**src/rtl/pool_lii_arbiter_pkg.sv**
```systemverilog
// Shared definitions for the LII pool arbiter: ID width, default packing
// width and the arbiter state encoding.
package pool_lii_arbiter_pkg;

  localparam int LII_ID_W       = 8;
  localparam int LII_PW_DEFAULT = 64;

  typedef enum logic {
    ST_IDLE = 1'b0,
    ST_BUSY = 1'b1
  } arb_state_t;

endpackage

```
**src/rtl/pool_lii_arbiter_rr_pick.sv**
```systemverilog
// Circular first-one picker: returns the first set bit of req, scanning
// upward from rr_ptr and wrapping at N.
module lii_rr_pick #(
  parameter int N  = 4,
  parameter int IW = (N > 1) ? $clog2(N) : 1
) (
  input  logic [N-1:0]  req,
  input  logic [IW-1:0] rr_ptr,
  output logic [IW-1:0] grant,
  output logic          any_valid
);

  logic [IW-1:0] idx;

  // Scan N positions starting at rr_ptr and keep the first requester seen.
  always_comb begin
    grant     = '0;
    any_valid = 1'b0;
    idx       = '0;
    for (int k = 0; k < N; k++) begin
      idx = IW'((int'(rr_ptr) + k) % N);
      if (!any_valid && req[idx]) begin
        any_valid = 1'b1;
        grant     = idx;
      end
    end
  end

endmodule

```
**src/rtl/pool_lii_arbiter.sv**
```systemverilog
// Round-robin packet arbiter: N requester streams share one LII phy output
// through a single-entry output register, with a per-grant beat limit.
module pool_lii_arbiter
  import pool_lii_arbiter_pkg::*;
#(
  parameter int N         = 4,
  parameter int PW        = LII_PW_DEFAULT,
  parameter int SRC_BASE  = 0,
  parameter int MAX_BEATS = 16,
  localparam int IW       = (N > 1) ? $clog2(N) : 1,
  localparam int CW       = $clog2(MAX_BEATS + 1)
) (
  input  logic                   aclk,
  input  logic                   arst,
  input  logic [N*PW-1:0]        req_tdata,
  input  logic [N-1:0]           req_tvalid,
  output logic [N-1:0]           req_tready,
  input  logic [N-1:0]           req_tlast,
  input  logic [N*LII_ID_W-1:0]  req_dst,
  output logic [PW-1:0]          lii_out_p0_tdata,
  output logic                   lii_out_p0_tvalid,
  input  logic                   lii_out_p0_tready,
  output logic                   lii_out_p0_tlast,
  output logic [LII_ID_W-1:0]    lii_out_p0_src,
  output logic [LII_ID_W-1:0]    lii_out_p0_dst,
  output logic [IW-1:0]          grant_idx,
  output logic                   busy
);

  arb_state_t          state_q, state_d;
  logic [IW-1:0]       grant_q, grant_d;
  logic [IW-1:0]       rr_q, rr_d;
  logic [CW-1:0]       cnt_q, cnt_d;
  logic                out_valid_q, out_valid_d;
  logic [PW-1:0]       out_data_q, out_data_d;
  logic                out_last_q, out_last_d;
  logic [LII_ID_W-1:0] out_src_q, out_src_d;
  logic [LII_ID_W-1:0] out_dst_q, out_dst_d;

  logic [IW-1:0]       pick_grant;
  logic                pick_any;
  logic                is_busy;
  logic                out_ready;
  logic                accept;
  logic                sel_valid;
  logic                sel_last;
  logic [PW-1:0]       sel_data;
  logic [LII_ID_W-1:0] sel_dst;
  logic [CW-1:0]       cnt_inc;
  logic                hit_max;

  lii_rr_pick #(.N(N), .IW(IW)) u_pick (
    .req       (req_tvalid),
    .rr_ptr    (rr_q),
    .grant     (pick_grant),
    .any_valid (pick_any)
  );

  // The output register can take a new beat when empty or being drained.
  assign is_busy   = (state_q == ST_BUSY);
  assign out_ready = ~out_valid_q | lii_out_p0_tready;
  assign sel_valid = req_tvalid[grant_q];
  assign sel_last  = req_tlast[grant_q];
  assign sel_data  = req_tdata[int'(grant_q)*PW +: PW];
  assign sel_dst   = req_dst[int'(grant_q)*LII_ID_W +: LII_ID_W];
  assign accept    = is_busy & sel_valid & out_ready;
  assign cnt_inc   = cnt_q + 1'b1;
  assign hit_max   = (cnt_inc == CW'(MAX_BEATS));

  // Only the current owner sees ready, and only while the output can move.
  for (genvar gi = 0; gi < N; gi++) begin : g_ready
    assign req_tready[gi] = is_busy & out_ready & (grant_q == IW'(gi));
  end

  // Arbitration, beat counting, release and output-register next state.
  always_comb begin
    state_d     = state_q;
    grant_d     = grant_q;
    rr_d        = rr_q;
    cnt_d       = cnt_q;
    out_valid_d = out_valid_q;
    out_data_d  = out_data_q;
    out_last_d  = out_last_q;
    out_src_d   = out_src_q;
    out_dst_d   = out_dst_q;

    case (state_q)
      ST_IDLE: begin
        if (pick_any) begin
          state_d = ST_BUSY;
          grant_d = pick_grant;
          cnt_d   = '0;
        end
      end
      ST_BUSY: begin
        if (accept) begin
          cnt_d = cnt_inc;
          // Packet end or beat limit hands the channel back; the limit
          // path leaves the rest of the packet for a later grant.
          if (sel_last || hit_max) begin
            state_d = ST_IDLE;
            cnt_d   = '0;
            rr_d    = IW'((int'(grant_q) + 1) % N);
          end
        end
      end
      default: state_d = ST_IDLE;
    endcase

    if (accept) begin
      out_valid_d = 1'b1;
      out_data_d  = sel_data;
      out_last_d  = sel_last;
      out_src_d   = LII_ID_W'(SRC_BASE + int'(grant_q));
      out_dst_d   = sel_dst;
    end else if (lii_out_p0_tready) begin
      out_valid_d = 1'b0;
    end
  end

  // State and output registers; reset drops any grant and buffered beat.
  always_ff @(posedge aclk) begin
    if (arst) begin
      state_q     <= ST_IDLE;
      grant_q     <= '0;
      rr_q        <= '0;
      cnt_q       <= '0;
      out_valid_q <= 1'b0;
      out_data_q  <= '0;
      out_last_q  <= 1'b0;
      out_src_q   <= '0;
      out_dst_q   <= '0;
    end else begin
      state_q     <= state_d;
      grant_q     <= grant_d;
      rr_q        <= rr_d;
      cnt_q       <= cnt_d;
      out_valid_q <= out_valid_d;
      out_data_q  <= out_data_d;
      out_last_q  <= out_last_d;
      out_src_q   <= out_src_d;
      out_dst_q   <= out_dst_d;
    end
  end

  assign lii_out_p0_tvalid = out_valid_q;
  assign lii_out_p0_tdata  = out_data_q;
  assign lii_out_p0_tlast  = out_last_q;
  assign lii_out_p0_src    = out_src_q;
  assign lii_out_p0_dst    = out_dst_q;
  assign grant_idx         = grant_q;
  assign busy              = is_busy;

endmodule

```
**config.mk**
```make
export PLATFORM = sky130hd
export DESIGN_NAME = pool_lii_arbiter
export DESIGN_NICKNAME = d
export VERILOG_FILES = /design/src/rtl/pool_lii_arbiter_pkg.sv /design/src/rtl/pool_lii_arbiter_rr_pick.sv /design/src/rtl/pool_lii_arbiter.sv
export SDC_FILE = /design/constraint.sdc
export NUM_CORES = 1
export LEC_CHECK = 0
export ABC_AREA = 1
export BUFFER_PORTS_ARGS = -buffer_cell sky130_fd_sc_hd__buf_2
export CAP_MARGIN = 20
export CORE_AREA = 2 2 150 152
export CTS_CLUSTER_DIAMETER = 60
export DETAILED_ROUTE_END_ITERATION = 16
export DIE_AREA = 0 0 152 154
export GPL_TIMING_DRIVEN = 0
export HOLD_SLACK_MARGIN = 0.03
export SKIP_LAST_GASP = 1
export SYNTH_ARGS = -nofsm -noshare
export SYNTH_HDL_FRONTEND = slang
export SYNTH_SLANG_ARGS = --single-unit
```
**constraint.sdc**
```tcl
create_clock -name aclk -period 3.7 [get_ports aclk]
set_input_delay 0.37 -clock aclk [delete_from_list [all_inputs] [get_ports aclk]]
set_output_delay 0.37 -clock aclk [all_outputs]
set_load 0.02 [all_outputs]
```
==> results.md <==
* Tcrit/Tclk final at 85.1%
* Flop pwr share at 23.2%
* Syn_area_per_cell at 6.04 um2
* Slew at the pin closest to its max-slew limit at 0.839 ns
* Setup TNS at 0 ns
* Critical Path Sink Type: output port
* Port bufs at 381
* Max Fclk at 318 MHz
* P&R area growth vs syn at 48.1%
* Crit Reg-Reg Endpoint: rr_q[1]
* Status: finished, final reports clean
* RSZ-0062 raised after global routing: no
* WL/cell at 17.2 um
* Hold-fix buffers at CTS at 0
* Yosys warns at 0
* P_sw at 0.00350 W
* H-tree levels at 3
* Largest cells by area after synthesis: dfxtp_1 (32%), nor2_1 (22%), o21ai_0 (19%), a31oi_1 (6.4%), nand2_1 (3.7%)
* Clk_lat worst skew at 0.35 ns
* Final-report hold violation count at 0
* Post-synth cell types at 24
* Hold Path Sink: cnt_q[1]
* Peak supply drop at 0.254 mV
* CP peak stage delay at 0.52 ns
* Minimum clock period at 3.15 ns
* Root cell of the clock tree: clkbuf_16
* Leak at 3.99 nW
* CTS Buffer Depth at 2
* Cell Chain, Critical Path: inv_2 -> buf_2 -> buf_2 -> clkbuf_1 -> ha_1 -> inv_1 -> nor2_1 -> buf_2
* Total GRT Usage at 21.4%
* Vias at 7575
* Die Wd at 152 um
* Yosys reg bits at 86
* Seq/Total Area, Yosys at 32.0%
* Most numerous cell on the critical path: buf_2
* EDFF count, synth at 0
* Slew headroom at 44.1%
* Initial antenna violation count at 3
* Mapped Area at 5380 um2
* Die H at 154 um
* Fraction of layout instances using a drive strength above 1 at 33.6%
* Crit path kind: reg2out
* HP Start: arst
* Die Area at 23400 um2
* Via density at 4.81
* Worst Skew at 0.0109 ns
* Number of global-route vias before repair at 6990
* Synth Area in Compound Gates at 30.7%
* Max-Cap Viols at 0
* Sw Share at 53.0%
* Async SR Flop Fraction at 0%
* Initial core utilization at 24.8%
* Post-synthesis simple-gate area fraction at 27.8%
* Critical path required time at 3.33 ns
* GPL Wtd Cong at 0.900
* CORE AREA at 21700 um2
* Critical Path Source Type: register
* Largest net degree at the start of global routing at 17
* Cell count after synthesis at 890
* HP Class: in2reg
* First DRT Iteration DRCs at 649
* Critical path data arrival time at 2.78 ns
* CP max-delay cell: clkbuf_1
* Antenna Nets Post-Route at 0
* Most frequent cell after synthesis: nor2_1
* Post-CTS setup buffer count at 0
* # resized after CTS at 0
* Top FF cell, synth: dfxtp_1
* Worst-path fanout max at 11
* Largest family of logic cells by synthesized area: compound AO/OA/AOI/OAI gates
* Power density over cell area at 830 nW/um2
* Fillers at 2441
* Final setup viols at 0
* Hold path cells at 2
* FF-to-FF Start: grant_idx[0]
* Max-slew violation count at 0
* DRC at 0
* Fin util at 36.7%
* Clock-pin transition on the worst setup and hold timing paths at 0.08 ns
* Final HPWL DP at 21.2 mm
* R2r setup slk at 1.19 ns
* Top cell type's share of synthesized area at 32.0%
* Pre-antenna DRT Iters at 5
* Mux share of post-synthesis cell area at 0%
* Xor and xnor area share after synthesis at 0.163%
* Site row count at 54
* Reg2reg path depth at 7
* Clock share of power at 14.6%
* Power Internal at 0.00311 W
* CTS tree: done
* Logic pwr share at 62.2%
* Synth cell count leaders: nor2_1 (310), o21ai_0 (207), dfxtp_1 (86)
* TritonCTS Sinks at 86
* CTS buffer count at 9
* Nets at 1591
* Global-route wire length before repair at 39.4 mm
* Synth area leader: dfxtp_1
* Post-synthesis adder-cell area fraction at 1.16%
* Ports at 388
* Overflow after GRT at 0
* Routed wire length at 27.1 mm
kinds of logic after synthesis:
kind of cell	Yosys count
other	1
flip-flops	86
AO/OA/AOI/OAI	310
adder cells (fa/ha/maj)	5
AND/OR/NAND/NOR	386
XOR/XNOR	1
buffers and inverters	101
cells in the final DEF, fill, tap and decap left out, types with 2 or more instances in the layout:
master and instances:
buf_2 405, nor2_1 310, o21ai_0 207, dfxtp_1 86, a31oi_1 55, nand2_1 53, clkbuf_1 41, o21ai_1 20
inv_1 18, o22ai_1 17, nand3_1 13, a21oi_1 10, buf_1 9, clkbuf_16 9, buf_4 6, conb_1 6
ha_1 5, inv_6 4, diode_2 3, inv_2 3, nand3b_1 3, nand4_1 3, nand2_2 2
worst max-delay path: cells and delay by family, from the launching register on:
| kind | cells | cell delay [ns] |
|---|---|---|
| fa+ha+maj | 1 | 0.25 |
| flops | 1 | 0.40 |
| buf+inv | 6 | 1.65 |
| simple gates | 1 | 0.11 |
power by group through the flow:
| stage | clock, W | combinational [W] | sequential, W |
|---|---|---|---|
| floorplan | 0 | 0.00216 | 0.00196 |
| global route | 0.00103 | 0.00453 | 0.00157 |
| finish | 0.000963 | 0.00411 | 0.00153 |
| global placement | 0 | 0.00411 | 0.00154 |
| CTS | 0.000992 | 0.00413 | 0.00153 |
| detailed placement | 0 | 0.00411 | 0.00154 |
sequential cells by signal (all words and copies together), names as in the netlist, 2 cells and up:
name,cells
cnt_q,5
lii_out_p0_dst,8
rr_q,2
lii_out_p0_src,2
lii_out_p0_tdata,64
grant_idx,2
layer usage:
metal	part of all wire, %	vias to the layer above	track usage (%)
met5	0	-	0
met4	2.1	0	7.61
met3	6.2	34	3.38
met2	48	325	36.2
met1	43	3425	27.6
li1	-	3791	-
cell type report:
class | count | area [um2] | area share, %
flip-flops and latches | 86 | 1720 | 21.6
clock inverters | 7 | 77.6 | 0.974
diodes | 3 | 7.51 | 0.0943
clock buffers | 9 | 225 | 2.83
multi-input cells | 708 | 3240 | 40.7
inverters | 21 | 78.8 | 0.990
plain buffers | 80 | 353 | 4.43
repair buffers | 381 | 1910 | 24.0
well taps | 280 | 350 | 4.40
worst max-delay path by stage:
stage          slack, ns            end          from
3_5_place_dp        0.88  req_tready[2]  grant_idx[0]
5_1_grt             0.38  req_tready[2]  grant_idx[0]
6_report            0.55  req_tready[2]  grant_idx[0]
3_3_place_gp        0.89  req_tready[2]  grant_idx[0]
2_1_floorplan       1.65  req_tready[0]  grant_idx[0]
4_1_cts             0.48  req_tready[2]  grant_idx[0]
per-stage QoR:
stage / cells / hold WS [ns] / area [um2] / power [W] / setup WS [ns]
after global placement: 1556 / 0.483 / 7650 / 0.00564 / 0.886
after floorplan: 895 / 0.439 / 5390 / 0.00412 / 1.65
after detailed placement: 1556 / 0.490 / 7650 / 0.00565 / 0.883
final: 1575 / 0.264 / 7960 / 0.00661 / 0.552
after global routing: 1575 / 0.261 / 7960 / 0.00713 / 0.378
after CTS: 1572 / 0.263 / 7950 / 0.00665 / 0.478
(Power assumes the default switching activity.)
